<file path="config.mk">
export PLATFORM = sky130hd
export DESIGN_NAME = y_run_encoder_flat
export DESIGN_NICKNAME = d
export VERILOG_FILES = /design/src/rtl/y_run_pkg.sv /design/src/rtl/y_run_encoder_if.sv /design/src/rtl/y_run_fifo.sv /design/src/rtl/y_run_encoder.sv /design/src/flat_wrapper.sv
export SDC_FILE = /design/constraint.sdc
export NUM_CORES = 1
export LEC_CHECK = 0
export BUFFER_PORTS_ARGS = -buffer_cell sky130_fd_sc_hd__buf_2
export CAP_MARGIN = 30
export CORE_ASPECT_RATIO = 1.1
export CORE_UTILIZATION = 62
export DETAILED_ROUTE_END_ITERATION = 12
export PLACE_DENSITY = 0.83
export SYNTH_ARGS = -nofsm -noshare
export SYNTH_HDL_FRONTEND = slang
export SYNTH_SLANG_ARGS = --single-unit
</file>
<file path="constraint.sdc">
create_clock -name clk -period 4.5 [get_ports clk]
set_input_delay 0.9 -clock clk [delete_from_list [all_inputs] [get_ports clk]]
set_output_delay 0.9 -clock clk [all_outputs]
set_load 0.02 [all_outputs]
</file>
<file path="src/rtl/y_run_pkg.sv">
// Shared types for the run-length encoder: FSM states and the run record layout.
package y_run_pkg;

  localparam int LEN_W_DEF = 8;

  typedef enum logic {
    IDLE = 1'b0,
    RUN  = 1'b1
  } state_t;

  typedef struct packed {
    logic                 val;
    logic [LEN_W_DEF-1:0] len;
  } rec_t;

endpackage

</file>
<file path="src/rtl/y_run_encoder_if.sv">
// Record output channel of the run-length encoder: valid/ready handshake carrying one run record.
interface y_run_encoder_if #(
  parameter int LEN_W = 8
);

  logic             out_valid;
  logic             out_ready;
  logic             out_val;
  logic [LEN_W-1:0] out_len;

  modport master (
    output out_valid,
    output out_val,
    output out_len,
    input  out_ready
  );

  modport slave (
    input  out_valid,
    input  out_val,
    input  out_len,
    output out_ready
  );

endinterface

</file>
<file path="src/rtl/y_run_fifo.sv">
// Generic synchronous FIFO with registered storage; head shows one cycle after the write, no bypass.
// A push while full is accepted only if a pop happens at the same edge; otherwise it is ignored.
module y_run_fifo #(
  parameter int DW    = 9,
  parameter int DEPTH = 4
) (
  input  logic          clk,
  input  logic          rst_n,
  input  logic          push,
  input  logic          pop,
  input  logic [DW-1:0] wdata,
  output logic [DW-1:0] rdata,
  output logic          full,
  output logic          empty
);

  localparam int AW = $clog2(DEPTH);

  logic [DW-1:0] mem [DEPTH];
  logic [AW:0]   wptr;
  logic [AW:0]   rptr;
  logic          do_push;
  logic          do_pop;

  // Pointers carry one extra wrap bit so full and empty are distinguishable.
  assign empty   = (wptr == rptr);
  assign full    = (wptr[AW] != rptr[AW]) && (wptr[AW-1:0] == rptr[AW-1:0]);
  assign do_pop  = pop && !empty;
  assign do_push = push && (!full || do_pop);
  assign rdata   = empty ? '0 : mem[rptr[AW-1:0]];

  always_ff @(posedge clk or negedge rst_n) begin
    if (!rst_n) begin
      wptr <= '0;
      rptr <= '0;
    end else begin
      if (do_push) wptr <= wptr + {{AW{1'b0}}, 1'b1};
      if (do_pop)  rptr <= rptr + {{AW{1'b0}}, 1'b1};
    end
  end

  always_ff @(posedge clk) begin
    if (do_push) mem[wptr[AW-1:0]] <= wdata;
  end

endmodule

</file>
<file path="src/rtl/y_run_encoder.sv">
// Run-length encoder for the serial Y stream: records pushed at the deciding edge, visible next cycle.
// Records queue in a small FIFO; when it is full and not draining, the record is dropped and drop_err sticks.
module y_run_encoder
  import y_run_pkg::*;
#(
  parameter int LEN_W      = LEN_W_DEF,
  parameter int FIFO_DEPTH = 4
) (
  input  logic                    clk,
  input  logic                    rst_n,
  input  logic                    en,
  input  logic                    Y,
  y_run_encoder_if.master         rec_bus,
  output logic                    drop_err,
  output logic [15:0]             rec_cnt
);

  typedef struct packed {
    logic             val;
    logic [LEN_W-1:0] len;
  } rec_w_t;

  localparam logic [LEN_W-1:0] RMAX = '1;
  localparam logic [LEN_W-1:0] ONE  = {{(LEN_W-1){1'b0}}, 1'b1};

  state_t           state;
  logic             cur_val;
  logic [LEN_W-1:0] cnt;
  logic             push;
  logic             accept;
  logic             full;
  logic             empty;
  rec_w_t           wr_rec;
  rec_w_t           rd_rec;

  // A run closes on disable, on a level change, or when it reaches the longest encodable length.
  assign push   = (state == RUN) && (!en || (Y != cur_val) || (cnt == RMAX));
  assign wr_rec = '{val: cur_val, len: cnt};
  assign accept = push && (!full || (rec_bus.out_valid && rec_bus.out_ready));

  always_ff @(posedge clk or negedge rst_n) begin
    if (!rst_n) begin
      state   <= IDLE;
      cur_val <= 1'b0;
      cnt     <= '0;
    end else begin
      case (state)
        IDLE: begin
          if (en) begin
            state   <= RUN;
            cur_val <= Y;
            cnt     <= ONE;
          end
        end
        RUN: begin
          if (!en) begin
            state <= IDLE;
            cnt   <= '0;
          end else if ((Y != cur_val) || (cnt == RMAX)) begin
            cur_val <= Y;
            cnt     <= ONE;
          end else begin
            cnt <= cnt + ONE;
          end
        end
        default: state <= IDLE;
      endcase
    end
  end

  always_ff @(posedge clk or negedge rst_n) begin
    if (!rst_n) begin
      drop_err <= 1'b0;
      rec_cnt  <= '0;
    end else begin
      if (accept)          rec_cnt  <= rec_cnt + 16'd1;
      if (push && !accept) drop_err <= 1'b1;
    end
  end

  y_run_fifo #(
    .DW    ($bits(rec_w_t)),
    .DEPTH (FIFO_DEPTH)
  ) u_fifo (
    .clk   (clk),
    .rst_n (rst_n),
    .push  (push),
    .pop   (rec_bus.out_ready),
    .wdata (wr_rec),
    .rdata (rd_rec),
    .full  (full),
    .empty (empty)
  );

  assign rec_bus.out_valid = !empty;
  assign rec_bus.out_val   = rd_rec.val;
  assign rec_bus.out_len   = rd_rec.len;

endmodule

</file>
<file path="src/flat_wrapper.sv">
// flat-port wrapper written by rule: the top's interface ports become plain ports
module y_run_encoder_flat import y_run_pkg::*;
#(
  parameter int LEN_W      = LEN_W_DEF,
  parameter int FIFO_DEPTH = 4
)
  (clk, rst_n, en, Y, drop_err, rec_cnt, rec_bus_out_valid, rec_bus_out_val, rec_bus_out_len, rec_bus_out_ready);
  y_run_encoder_if #(.LEN_W(LEN_W)) rec_bus_i ();
  input  logic clk;
  input  logic rst_n;
  input  logic en;
  input  logic Y;
  output logic drop_err;
  output logic [15:0] rec_cnt;
  output wire logic [$bits(rec_bus_i.out_valid)-1:0] rec_bus_out_valid;
  output wire logic [$bits(rec_bus_i.out_val)-1:0] rec_bus_out_val;
  output wire logic [$bits(rec_bus_i.out_len)-1:0] rec_bus_out_len;
  input wire logic [$bits(rec_bus_i.out_ready)-1:0] rec_bus_out_ready;
  assign rec_bus_out_valid = rec_bus_i.out_valid;
  assign rec_bus_out_val = rec_bus_i.out_val;
  assign rec_bus_out_len = rec_bus_i.out_len;
  assign rec_bus_i.out_ready = rec_bus_out_ready;
  y_run_encoder #(.LEN_W(LEN_W), .FIFO_DEPTH(FIFO_DEPTH)) u_core (.clk(clk), .rst_n(rst_n), .en(en), .Y(Y), .rec_bus(rec_bus_i), .drop_err(drop_err), .rec_cnt(rec_cnt));
endmodule
</file>
Word-level counts from Yosys, hierarchy flattened --
Memory sizes are Yosys's and may differ from the RTL's. Cells that the tools add are included. Widths: inputs -> output; s select.
Word-level totals: register bits after elaboration 33, RAM bits 36, input bits 5, output and inout bits 27, logic and storage cells 47, memories kept 1
Operators by class: add/subtract/negate cells 4, eq/ne operators 8, multiplexer cells 12, bitwise operators 1, reductions and logical operators 14
Memory list:
- u_core.u_fifo.mem | words 4, bits a word 9, rd ports 1, clocked after memory_dff 0, wr ports 1, line y_run_fifo.sv:19 | logic [DW-1:0] mem [DEPTH];
Operators with widths (count):
- $mux 8 | 3
- $add 16x1->16 const B | 1
- $pmux 8 s2 | 1
- $mux 9 | 1
- $add 8x1->8 const B | 1
- $eq 8x8->1 const B | 1
- $add 3x1->3 const B | 2
- $mux 1 | 6
- $ne 2x2->1 const B | 3
- $logic_and 1x1->1 | 5
- $logic_not 1->1 | 4
- $logic_or 1x1->1 | 4
- $eq 3x3->1 | 1
- $reduce_and 3->1 | 1
- $eq 2x2->1 | 1
- $ne 1x1->1 | 2
- $pmux 1 s2 | 1
- $not 1->1 | 1

Depth between registers and ports, before layout --
depth in word-level cells 7, mapped depth 6, depth with buffers taken out 5

Hierarchy --
Synthesis repeated with hierarchy kept, for this count alone.
Second synthesis, totals: cell total of the unflattened synthesis 215, area, all modules 3101.7 µm²
By module, submodules not included:
- y_run_fifo | times used 1, cells each 91, area an instance 1774.2 µm², seq. area each 1231.2 µm²
- y_run_encoder | times used 1, cells each 124, area an instance 1327.5 µm², seq. area each 675.6 µm²

Worst setup path before layout --
Ideal clock, no wire load.
path type register -> output, from register u_core.u_fifo.rptr[0], to output rec_bus_out_len[0], arrival 1392 ps, required time 3600 ps, path slack 2208 ps, cell stages (with the launch flop) 4, path buffers 1, cell sequence dfrtp_1 > buf_2 > mux4_2 > and2_1
On the way: word-level cells in the longest chain between the ends 2, elaborated cells on any way between the ends 3, those cells by class 1 x eq/ne; 1 x mux; 1 x memory
Ends and longest elaborated chain:
- from (decl) | line y_run_fifo.sv:21 | logic [AW:0] rptr;
- from (signal assigned) | line y_run_fifo.sv:38 | if (do_pop) rptr <= rptr + {{AW{1'b0}}, 1'b1};
- $mem_v2 4x9 or $eq 3x3->1 (tied branches)
- $mux 9 * | line y_run_fifo.sv:30 | assign rdata = empty ? '0 : mem[rptr[AW-1:0]];
- to (decl) | line flat_wrapper.sv:17 | output wire logic [$bits(rec_bus_i.out_len)-1:0] rec_bus_out_len;
Mark *: on every way between the ends. The rest lies on a longest branch, timed or not.

Final worst setup path --
from register u_core.u_fifo.rptr[0], to output rec_bus_out_len[1]
The elaborated chain is that of the path after synthesis.

==> reports/results.ini <==
[status]
status = complete, no violations

[worst_setup_path]
endpoint = rec_bus_out_len[1]
slowest_delay_ps = 780
r2r_end = u_core.u_fifo.mem[0][0]$_DFFE_PP_
cp_num_buf_inv = 1
r2r.worst_path.cells = 5
crit_chain = xnor2_1 > nand3b_1 > and2_1 > buf_2
cp_slowest_cell = dfrtp_1
crit_start = u_core.u_fifo.rptr[0]$_DFFE_PN0P_
cp_max_fo = 12
r2r_slack_ps = 1730
crit_cells = 4
cp_data_arrival_time_ps = 2120
crit_family = flip-flops
r2r_start = u_core.cnt[0]$_DFFE_PN0P_
crit_required_ps = 3600
path_class = flop to output pin
timing.critical_path.from_type = flop
end_kind = output pin

[floorplan]
rows = 26
die_x_um = 69.4
core_region_area_um2 = 4720
chipHeight_um = 76.2
start_util_pct = 65.7
ios = 32
fp.dieArea_um2 = 5290

[global_route]
grt_pass1_wl_um = 9270
grt_max_degree = 34
grtUsageTotal_pct = 23.2
antenna_found_initial = 0
grt_pass1_vias = 1902
grt_overflow = 0

[pwr]
ir_drop_mv = 0.453
leakagePower_nw = 1.44
cellPowerDensity_nw_per_um2 = 615

[final_layout]
nets = 269
area_growth_pct = 13.3
diodes = 0
fin_area_um2 = 3510
layout-drive-gt1-share_pct = 23.4
final_common_cell = edfxtp_1
final_cell_mix = edfxtp_1 (36), dfrtp_1 (33), buf_2 (31)
final_util_pct = 74.4

[clock_network]
numCtsBuffers = 9
htreeDepth = 3
clkLatencyLatePin_ps = 320
cts_max_path_buffers = 2
clk_pin_slew_worst_paths_ps = 70
cts_resized = 0
cts_setup_buffers = 0
cts.sink_count = 69
postCtsHoldBufs = 0
clockRootBuffer = clkbuf_8
cts_tree = yes

[synthesis]
synth-seq-cells = 69
synth.avg_cell_area_um2 = 13.9
yosysSeqAreaShare_pct = 61.5
netlist_instances = 223
synthFlopType = edfxtp_1
synthesis.area_um2 = 3100
postSynth.asyncResetShare_pct = 47.8
synth_edf_count = 36
synth.distinct_cells = 34
ys_warn_count = 0
synth_nets = 235

[placed_design]
dp_hpwl_um = 3670
place_area_um2 = 3280
port_buffers = 31
dpl_worst_slack_ps = 1720
gp_congestion = 0.750

[sta]
rsz0062_at_grt = no
finalCriticalPeriod_ps = 3020
finalSetupViolations = 0
timing.slew.headroom_pct = 51.4
period_share_pct = 67.2
maxSlewViolCount = 0
setup-tns-final_ps = 0
max_freq_mhz = 331
hold_viol = 0
worstMarginPinSlew_ps = 728
fin_ws_ps = 1480
finClkSkew_ps = 6.30
worst_hold_slack_ps = 467

[routing]
wl_per_cell_um = 17.2
drc_errors = 0
drtAntennaViolNets = 0
vias = 1917
drt_iter0_markers = 118
dr.pass1.iters = 4
viasPerCell = 6.05
drt_wl_total_um = 5460

[run]
maxCapViolCount = 0

[hold_path]
hp-class = flop to flop
holdPathStages = 1

worst min path at each step:
stage / start / to / slack [ps]
6_report: u_core.rec_cnt[15]$_DFFE_PN0P_ / u_core.rec_cnt[15]$_DFFE_PN0P_ / 470
2_1_floorplan: u_core.u_fifo.wptr[2]$_DFFE_PN0P_ / u_core.u_fifo.wptr[2]$_DFFE_PN0P_ / 460
3_5_place_dp: u_core.rec_cnt[15]$_DFFE_PN0P_ / u_core.rec_cnt[15]$_DFFE_PN0P_ / 460
3_3_place_gp: u_core.drop_err$_DFFE_PN0P_ / u_core.drop_err$_DFFE_PN0P_ / 460
4_1_cts: u_core.rec_cnt[15]$_DFFE_PN0P_ / u_core.rec_cnt[15]$_DFFE_PN0P_ / 470
5_1_grt: u_core.u_fifo.rptr[2]$_DFFE_PN0P_ / u_core.u_fifo.rptr[2]$_DFFE_PN0P_ / 500
logic make-up after synthesis:
family	after synthesis	synth area share (%)
simple gates	78	14.6
flops	69	61.5
xor+xnor	24	6.78
compound gates	18	4.00
buf+inv	14	2.02
mux	13	8.24
fa+ha+maj	7	2.83
metal layers:
layer	GRT usage (%)	routed length [um]	up-vias	share of wire, %
met5	0	0	-	0
met4	10.4	51	0	0.93
met3	6.61	230	6	4.2
met2	37.0	2810	55	52
met1	29.5	2370	952	43
li1	-	-	904	-
synth_stat cells (all sizes together) (5+ instances only):
master / instances / area share (%)
mux4: 9 / 6.5
nand4: 17 / 3.4
nor4: 5 / 1.0
o21ai: 7 / 1.1
xnor2: 20 / 5.7
inv: 6 / 0.73
nor2: 5 / 0.61
and2: 14 / 2.8
ha: 7 / 2.8
dfrtp: 33 / 27
nand3: 7 / 1.3
edfxtp: 36 / 35
nor3: 6 / 0.97
nand2: 12 / 1.5
state kept, by name, indices dropped and copies added, names as in the netlist:
name,count
u_core.u_fifo.mem,36
u_core.rec_cnt,16
u_core.cnt,8
u_core.u_fifo.rptr,3
u_core.u_fifo.wptr,3
u_core.cur_val,1
u_core.drop_err,1
u_core.state,1
through the flow:
step	cells	power, W
floorplan	223	0.00141
global placement	302	0.00158
detailed placement	302	0.00161
CTS	317	0.00218
global route	317	0.00229
finish	317	0.00216
power by group:
part	internal, W	total (W)	switching [W]	leakage (nW)
clock	0.000360	0.000575	0.000215	0.114
combinational	0.000296	0.000661	0.000365	0.551
sequential	0.000784	0.000924	0.000140	0.772
total	0.00144	0.00216	0.000719	1.44
layout make-up:
| type | instances | area (um2) |
|---|---|---|
| clock inverters | 6 | 103 |
| clock buffers | 9 | 124 |
| repair buffers | 31 | 155 |
| well taps | 56 | 70.1 |
| inverters | 6 | 22.5 |
| multi-input cells | 140 | 1130 |
| flip-flops and latches | 69 | 1910 |
| fillers | 295 | 1210 |
No activity file was read; power rests on OpenSTA's default activity.
